**src/rtl/ht_stream_adapter.sv**
```systemverilog
// Streaming front/back end for the ht parallel sorter: packs a job of serial
// elements, runs the sorter under a watchdog, then streams the sorted result out.
module ht_stream_adapter #(
    parameter int index   = 8,
    parameter int width   = 5,
    parameter int timeout = 1024
) (
    input  logic                     clk,
    input  logic                     rst,
    input  logic                     s_valid,
    output logic                     s_ready,
    input  logic [width-1:0]         s_data,
    output logic                     ht_start,
    output logic [index*width-1:0]   ht_indata,
    input  logic [index*width-1:0]   ht_outdata,
    input  logic                     ht_over,
    output logic                     m_valid,
    input  logic                     m_ready,
    output logic [width-1:0]         m_data,
    output logic                     m_last,
    output logic                     busy,
    output logic                     err
);

    localparam int CW = $clog2(index);
    localparam int WW = (timeout > 1) ? $clog2(timeout) : 1;
    localparam logic [CW-1:0] CNT_LAST = CW'(index - 1);
    localparam logic [CW-1:0] CNT_ZERO = CW'(0);
    localparam logic [CW-1:0] CNT_ONE  = CW'(1);
    localparam logic [WW-1:0] WD_LAST  = WW'(timeout - 1);
    localparam logic [WW-1:0] WD_ZERO  = WW'(0);
    localparam logic [WW-1:0] WD_ONE   = WW'(1);

    typedef enum logic [1:0] {
        LOAD  = 2'd0,
        START = 2'd1,
        WAIT  = 2'd2,
        DRAIN = 2'd3
    } state_t;

    state_t                 state_r, state_nxt_s;
    logic [CW-1:0]          cnt_r, cnt_nxt_s;
    logic [WW-1:0]          wd_r, wd_nxt_s;
    logic                   start_r, start_nxt_s;
    logic                   err_r, err_nxt_s;
    logic                   over_q_r;
    logic [index*width-1:0] indata_r;
    logic [index*width-1:0] outbuf_r;
    logic [width-1:0]       elem_s;
    logic                   in_fire_s, out_fire_s, over_rise_s, capture_s;

    // Only a fresh rising edge of ht_over counts, so a level left over from a previous job is ignored.
    assign over_rise_s = ht_over & ~over_q_r;
    assign in_fire_s   = s_valid & (state_r == LOAD);
    assign out_fire_s  = m_ready & (state_r == DRAIN);

    // Next-state and control decode.
    always_comb begin
        state_nxt_s = state_r;
        cnt_nxt_s   = cnt_r;
        wd_nxt_s    = wd_r;
        start_nxt_s = start_r;
        err_nxt_s   = err_r;
        capture_s   = 1'b0;
        case (state_r)
            LOAD: begin
                if (in_fire_s) begin
                    if (cnt_r == CNT_LAST) begin
                        cnt_nxt_s   = CNT_ZERO;
                        state_nxt_s = START;
                    end else begin
                        cnt_nxt_s = cnt_r + CNT_ONE;
                    end
                end else begin
                    cnt_nxt_s = cnt_r;
                end
            end
            START: begin
                start_nxt_s = 1'b1;
                wd_nxt_s    = WD_ZERO;
                state_nxt_s = WAIT;
            end
            WAIT: begin
                wd_nxt_s = wd_r + WD_ONE;
                if (over_rise_s) begin
                    capture_s   = 1'b1;
                    start_nxt_s = 1'b0;
                    state_nxt_s = DRAIN;
                end else if (wd_r == WD_LAST) begin
                    err_nxt_s   = 1'b1;
                    start_nxt_s = 1'b0;
                    state_nxt_s = LOAD;
                end else begin
                    state_nxt_s = WAIT;
                end
            end
            DRAIN: begin
                if (out_fire_s) begin
                    if (cnt_r == CNT_LAST) begin
                        cnt_nxt_s   = CNT_ZERO;
                        state_nxt_s = LOAD;
                    end else begin
                        cnt_nxt_s = cnt_r + CNT_ONE;
                    end
                end else begin
                    cnt_nxt_s = cnt_r;
                end
            end
            default: begin
                state_nxt_s = LOAD;
                cnt_nxt_s   = CNT_ZERO;
                start_nxt_s = 1'b0;
            end
        endcase
    end

    // State, counters and data buffers.
    always_ff @(posedge clk) begin
        if (rst) begin
            state_r  <= LOAD;
            cnt_r    <= CNT_ZERO;
            wd_r     <= WD_ZERO;
            start_r  <= 1'b0;
            err_r    <= 1'b0;
            over_q_r <= 1'b0;
            indata_r <= {(index*width){1'b0}};
            outbuf_r <= {(index*width){1'b0}};
        end else begin
            state_r  <= state_nxt_s;
            cnt_r    <= cnt_nxt_s;
            wd_r     <= wd_nxt_s;
            start_r  <= start_nxt_s;
            err_r    <= err_nxt_s;
            over_q_r <= ht_over;
            if (capture_s) begin
                outbuf_r <= ht_outdata;
            end
            for (int i = 0; i < index; i++) begin
                if (in_fire_s && (cnt_r == CW'(i))) begin
                    indata_r[i*width +: width] <= s_data;
                end
            end
        end
    end

    // Select the output element addressed by the drain counter.
    always_comb begin
        elem_s = {width{1'b0}};
        for (int i = 0; i < index; i++) begin
            elem_s = (cnt_r == CW'(i)) ? outbuf_r[i*width +: width] : elem_s;
        end
    end

    assign s_ready   = (state_r == LOAD);
    assign busy      = (state_r != LOAD);
    assign m_valid   = (state_r == DRAIN);
    assign m_data    = m_valid ? elem_s : {width{1'b0}};
    assign m_last    = m_valid & (cnt_r == CNT_LAST);
    assign ht_start  = start_r;
    assign ht_indata = indata_r;
    assign err       = err_r;

endmodule

```
**config.mk**
```make
export PLATFORM = sky130hd
export DESIGN_NAME = ht_stream_adapter
export DESIGN_NICKNAME = d
export VERILOG_FILES = /design/src/rtl/ht_stream_adapter.sv
export SDC_FILE = /design/constraint.sdc
export NUM_CORES = 1
export LEC_CHECK = 0
export ABC_AREA = 1
export CAP_MARGIN = 0
export CORE_MARGIN = 1.5
export CORE_UTILIZATION = 53
export DETAILED_ROUTE_END_ITERATION = 16
export GPL_ROUTABILITY_DRIVEN = 0
export PLACE_DENSITY = 0.88
export SLEW_MARGIN = 40
export SYNTH_ARGS = -nofsm -noshare
export SYNTH_HDL_FRONTEND = slang
export SYNTH_SLANG_ARGS = --single-unit
```
**constraint.sdc**
```tcl
create_clock -name clk -period 2.9 [get_ports clk]
set_clock_uncertainty 0.05 [all_clocks]
set_input_delay 0.29 -clock clk [delete_from_list [all_inputs] [get_ports clk]]
set_output_delay 0.29 -clock clk [all_outputs]
set_load 0.01 [all_outputs]
```
==> run metrics, run 1 <==
Die Y=92.5 µm; Clk Latency, worst-skew pair=0.36 ns; DRT iter0 DRCs=285; final wirelength=10800 µm; Synthesis Warnings=0; pwr dens=461 nW/µm²; outcome=finished, final reports clean; I/O Buffers=100; DP Worst Slack=0.419 ns; Hold Vio Cnt, Final=0; count leader, synth=nor2_1; total power=2.54 mW; fin area=5500 µm²; maximum vdd drop=0.000263 V; xor/xnor share of the synthesized area=0%; hpwl dp=7780 µm; post-synthesis sequential area ratio=46.3%; Main synth FF type=dfxtp_1; Layout fillers=607; Avg WL per Cell=13.5 µm; Post-synth EDFFs=0; Root Buffer=clkbuf_8; nets=752; drt first pass iters=6; critical path capture point type=output port; fraction of registers with async set/reset=0%; hold depth=2; Worst Reg-to-Reg Cells=8; CTS resizes=0; top cells by area, synth=dfxtp_1 (46%), o21ai_0 (10%), nor2_1 (8.9%); Max clock buf depth=2; total grt overflow=0; share of cells above drive strength 1=5.32%; Worst Path Class, Setup=flop to output port; Via density=5.27; min-delay worst type=flop to flop; Synth Register Bits=98; CP required=2.56 ns; CTS tree=built; pin count of the biggest net entering global routing=71; top cell type's share of synthesized area=46.3%; post-route worst setup slack=0.174 ns; TritonCTS Buffers=9; initial antenna violation count=0; post-CTS setup buffers=0; max-cap violation count=0; mapped cell area=4240 µm²; leakage power total=2.26 nW; Synth Area in Adders=3.24%; Total Routing Usage GR=25.8%; top post-synthesis cells by count=nor2_1 (101), dfxtp_1 (98), o21ai_0 (86); CP arrival=2.39 ns; Clock transition at path regs=0.08 ns; multiplexer share of the synthesized area=0%; DIE AREA=8550 µm²; cts-stage hold buffer count=0; Initial Utilization=54.9%; Max Clock Freq=0.367 GHz; Synth Area in Simple Gates=21.8%; Final min period=2.73 ns; post-placement cell area=5290 µm²; period utilization=94.0%; Worst Setup Start Kind=flop; Yosys top cell by area=dfxtp_1; worst-path maximum fanout=9; vias in the first global route=3933; worst relative slew slack=51.9%; Final Max Tran Viols=0; row cnt=32; library cells used by synthesis=22; Post-Syn Instances=602; Least-Margin Pin Slew=0.721 ns; compound-cell area share of the yosys netlist=18.5%; final setup fails=0; diode count=0; Sink Count=98; global-route wire length before repair=17700 µm; Vias=4207; area delta synth->final=29.8%; syn_area_per_cell=7.05 µm²; Post-DRT Antenna Nets=0; Syn Nets=663; largest family of logic cells by synthesized area=simple AND/OR/NAND/NOR gates; die width=92.5 µm; core box area=7730 µm²; H-tree Lvls=3; I/O pin total=101; DRC violations left=0
==> final cells by class <==
type / count / area [µm²] / share of cell area (%)
Clock inverter: 4 / 26.3 / 0.477
Multi-Input combinational cell: 392 / 1870 / 34.0
Inverter: 87 / 333 / 6.05
Tap cell: 102 / 128 / 2.32
Sequential cell: 98 / 1970 / 35.7
Timing Repair Buffer: 103 / 1020 / 18.6
Clock buffer: 12 / 155 / 2.82
==> metrics by stage <==
step | util [%] | instances | hold WS, ns | TNS (ns)
2_1_floorplan | - | 602 | 0.309 | 0
3_3_place_gp | 68.4 | 782 | 0.387 | 0
3_5_place_dp | 68.5 | 782 | 0.397 | 0
4_1_cts | 70.8 | 798 | 0.411 | 0
5_1_grt | 71.2 | 798 | 0.427 | -0.0271
6_report | 71.2 | 798 | 0.411 | 0
==> logic make-up after synthesis <==
kind of cell | count (synthesis)
AO/OA/AOI/OAI | 155
adder cells (fa/ha/maj) | 11
buffers and inverters | 112
flip-flops | 98
AND/OR/NAND/NOR | 226
==> flip-flops by register name, indices dropped and copies added, names as in the netlist <==
| register | flops |
|---|---|
| cnt_r | 3 |
| err | 1 |
| ht_indata | 40 |
| ht_start | 1 |
| outbuf_r | 40 |
| over_q_r | 1 |
| state_r | 2 |
| wd_r | 10 |
==> final timing paths <==
check / from / endpoint / slack (ns)
worst max-delay path: cnt_r[0] / m_data[4] / 0.17
worst min-delay path: outbuf_r[32] / outbuf_r[32] / 0.41
worst max register to register: state_r[0] / ht_indata[6] / 0.87
worst min register to register: outbuf_r[32] / outbuf_r[32] / 0.41
==> layout by cell type (no fill, tap or decap), drive strengths merged, types with 2 or more instances in the layout <==
| master | instances |
|---|---|
| nand2 | 85 |
| clkbuf | 12 |
| buf | 3 |
| dfxtp | 98 |
| a21oi | 62 |
| clkinvlp | 2 |
| inv | 86 |
| ha | 11 |
| nand3 | 26 |
| clkdlybuf4s50 | 100 |
| nor2 | 107 |
| clkinv | 3 |
| nor3 | 5 |
| o21ai | 91 |
==> critical path, stage by stage (launching register included) <==
cell and delay (ns):
dfxtp_1 0.40, ha_2 0.24, ha_1 0.38, nand2_1 0.11
inv_1 0.17, nand2_1 0.10, nand2_1 0.08, clkdlybuf4s50_1 0.55
==> power by group <==
group	total (mW)	switching [mW]	internal, mW	leakage, nW
logic	0.330	0.173	0.157	1.38
registers	1.40	0.0223	1.38	0.793
clock network	0.809	0.451	0.358	0.0924
==> metal layers <==
layer  wire length [µm]  global-route usage [%]  vias up
met2               5220                    42.7      173
met5                  0                       0        -
li1                   -                       -     2084
met1               4550                    33.3     1923
met4                227                    11.3        0
met3                761                    3.86       27
(Power assumes the default switching activity.)
==> run 2: changes to the inputs <==
==> constraint.sdc (replaced) <==
create_clock -name clk -period 2.9 [get_ports clk]
set_clock_uncertainty 0.05 [all_clocks]
set_input_delay 0.435 -clock clk [delete_from_list [all_inputs] [get_ports clk]]
set_output_delay 0.435 -clock clk [all_outputs]
set_load 0.01 [all_outputs]
==> run 2 against run 1 <==
  * Die area unchanged
  * Largest power group unchanged
  * Power increased by 4.1%
  * Combinational power increased by 8.5%
  * Core utilization increased by 1.6 points
  * Sequential power about the same
  * Fmax increased by 4.9%
  * Cell area increased by 2.2%
==> run metrics, run 2 (same netlist as run 1, synthesis figures left out) <==
Avg WL per Cell=13.8 µm (+2.7%); Clk Latency, worst-skew pair=0.36 ns (about the same); I/O pin total=101 (unchanged); DRT iter0 DRCs=311 (+9.1%); total negative slack=0 ns (unchanged); I/O Buffers=100 (unchanged); row cnt=32 (unchanged); final setup fails=0 (unchanged); outcome=finished, final reports clean; worst relative slew slack=60.2% (+8.3 points); commonest cells after routing, fill and taps aside=nor2_1 (100), dfxtp_1 (96), clkdlybuf4s50_1 (95); non-filler cells, final=806 (+1.0%); H-tree Lvls=3 (unchanged); M1 GR Usage=33.4% (+0.10 points); area delta synth->final=32.6%; routing usage on met3=3.69% (-0.16 points); die width=92.5 µm (unchanged); period utilization=89.6% (-4.4 points); TritonCTS Buffers=9 (unchanged); Layout fillers=582 (-4.1%); DP Worst Slack=0.253 ns (-0.166 ns); Final Max Tran Viols=0 (unchanged); worst-path maximum fanout=4 (-5); GRT met2 Usage=42.4% (-0.31 points); global-route wire length before repair=17700 µm (+0.31%); share of cells above drive strength 1=7.24% (+1.9 points); Final min period=2.60 ns (-0.128 ns); drt first pass iters=5 (-1); Initial Utilization=54.9% (unchanged); Die Y=92.5 µm (unchanged); Hold Vio Cnt, Final=0 (unchanged); Inst Count DP=783 (+0.13%); CP arrival=2.11 ns (-0.28 ns); vias in the first global route=3890 (-1.1%); Least-Margin Pin Slew=0.596 ns (-0.124 ns); fin area=5620 µm² (+2.2%); Clock transition at path regs=0.09 ns (about the same); final wirelength=11200 µm (+3.7%); cts-stage hold buffer count=0 (unchanged); CP required=2.41 ns (-0.15 ns); R2R Setup Slk=0.88 ns (about the same); Total Routing Usage GR=25.8% (+0.055 points); crit path from=cnt_r[0]; DRC violations left=0 (unchanged); Max Clock Freq=0.385 GHz (+4.9%); Vias=4281 (+1.8%); critical path capture point type=output port; worst hold margin=0.407 ns (-0.00355 ns); Root Buffer=clkbuf_8; nets=760 (+1.1%); total grt overflow=0 (unchanged); post-placement cell area=5300 µm² (+0.14%); Sink Count=98 (unchanged); core box area=7730 µm² (unchanged); leakage power total=2.40 nW (+6.1%); Max clock buf depth=2 (unchanged); Multi-input gate area=1890 µm² (+0.80%); hpwl dp=7840 µm (+0.84%); commonest non-fill, non-tap cell in the layout=nor2_1; unrepaired setup endpoints after global routing=no; diode count=0 (unchanged); GRT Max-Usage Layer=met2; Reg area=1970 µm² (about the same); Worst Path Class, Setup=flop to output port; Worst Setup Start Kind=flop; reg2reg start=state_r[1]; CTS tree=built; pwr dens=470 nW/µm² (+1.9%); initial antenna violation count=0 (unchanged); min-delay worst type=flop to flop; hold_sp=outbuf_r[11]; post-route worst setup slack=0.303 ns (+0.128 ns); maximum vdd drop=0.000294 V (+12%); Post-DRT Antenna Nets=0 (unchanged); pin count of the biggest net entering global routing=71 (unchanged); max-cap violation count=0 (unchanged); DIE AREA=8550 µm² (unchanged); Via density=5.31 (+0.75%)
## run 2: cell count changes in the layout (fill, tap and decap cells not counted), moves of 2 or more
cell | before | now
clkdlybuf4s50_1 | 100 | 95
nand2_1 | 84 | 82
clkbuf_8 | 11 | 9
dlymetal6s2s_1 | 0 | 5
ha_1 | 8 | 6
ha_2 | 2 | 4
buf_4 | 3 | 10
inv_6 | 0 | 2
nand2_2 | 1 | 3
## run 2: timing repair
item	in CTS	in global routing
gates resized for setup	6	16
setup buffers	0	7
pin swaps	0	1
endpoints found under the setup margin	5	5
## run 2: through the flow
step | power (mW) | utilization, %
2_1_floorplan | 1.59 | -
3_3_place_gp | 1.74 | 68.5
3_5_place_dp | 1.75 | 68.6
4_1_cts | 2.62 | 71.4
5_1_grt | 2.74 | 72.8
6_report | 2.64 | 72.8
## run 2: critical path: stages, from the launching register on
cell and delay, ns:
dfxtp_2 0.35, inv_1 0.10, ha_2 0.20, inv_1 0.08
nor2_4 0.16, buf_12 0.12, nand2_1 0.05, nand2_1 0.05
inv_1 0.04, nand2_1 0.05, nand2_1 0.08, nand2_1 0.08
nand2_1 0.05, nand2_1 0.08, nand2_1 0.08, dlymetal6s2s_1 0.17
## run 2: final timing paths
path                       end  cells after the start
setup reg to reg  ht_indata[9]                      8
setup / recovery     m_data[3]                     15
hold / removal    outbuf_r[11]                      2
hold reg to reg   outbuf_r[11]                      2
## run 2: cell type report
type,instances,area share (%)
sequential,98,35.0
clock inverter,7,1.36
timing repair buffer,111,19.7
inverter,87,5.92
tap,102,2.27
multi-input combinational,392,33.6
clock buffer,9,2.20
## run 2: layer usage
| layer | wire (µm) | share of wire [%] | vias up |
|---|---|---|---|
| li1 | - | - | 2102 |
| met1 | 4840 | 43 | 1972 |
| met2 | 5330 | 48 | 173 |
| met3 | 710 | 6.4 | 34 |
| met4 | 277 | 2.5 | 0 |
| met5 | 0 | 0 | - |
## run 2: power by group
| group | switching, mW | internal, mW |
|---|---|---|
| clock network | 0.482 | 0.405 |
| logic | 0.185 | 0.173 |
| registers | 0.0206 | 1.38 |
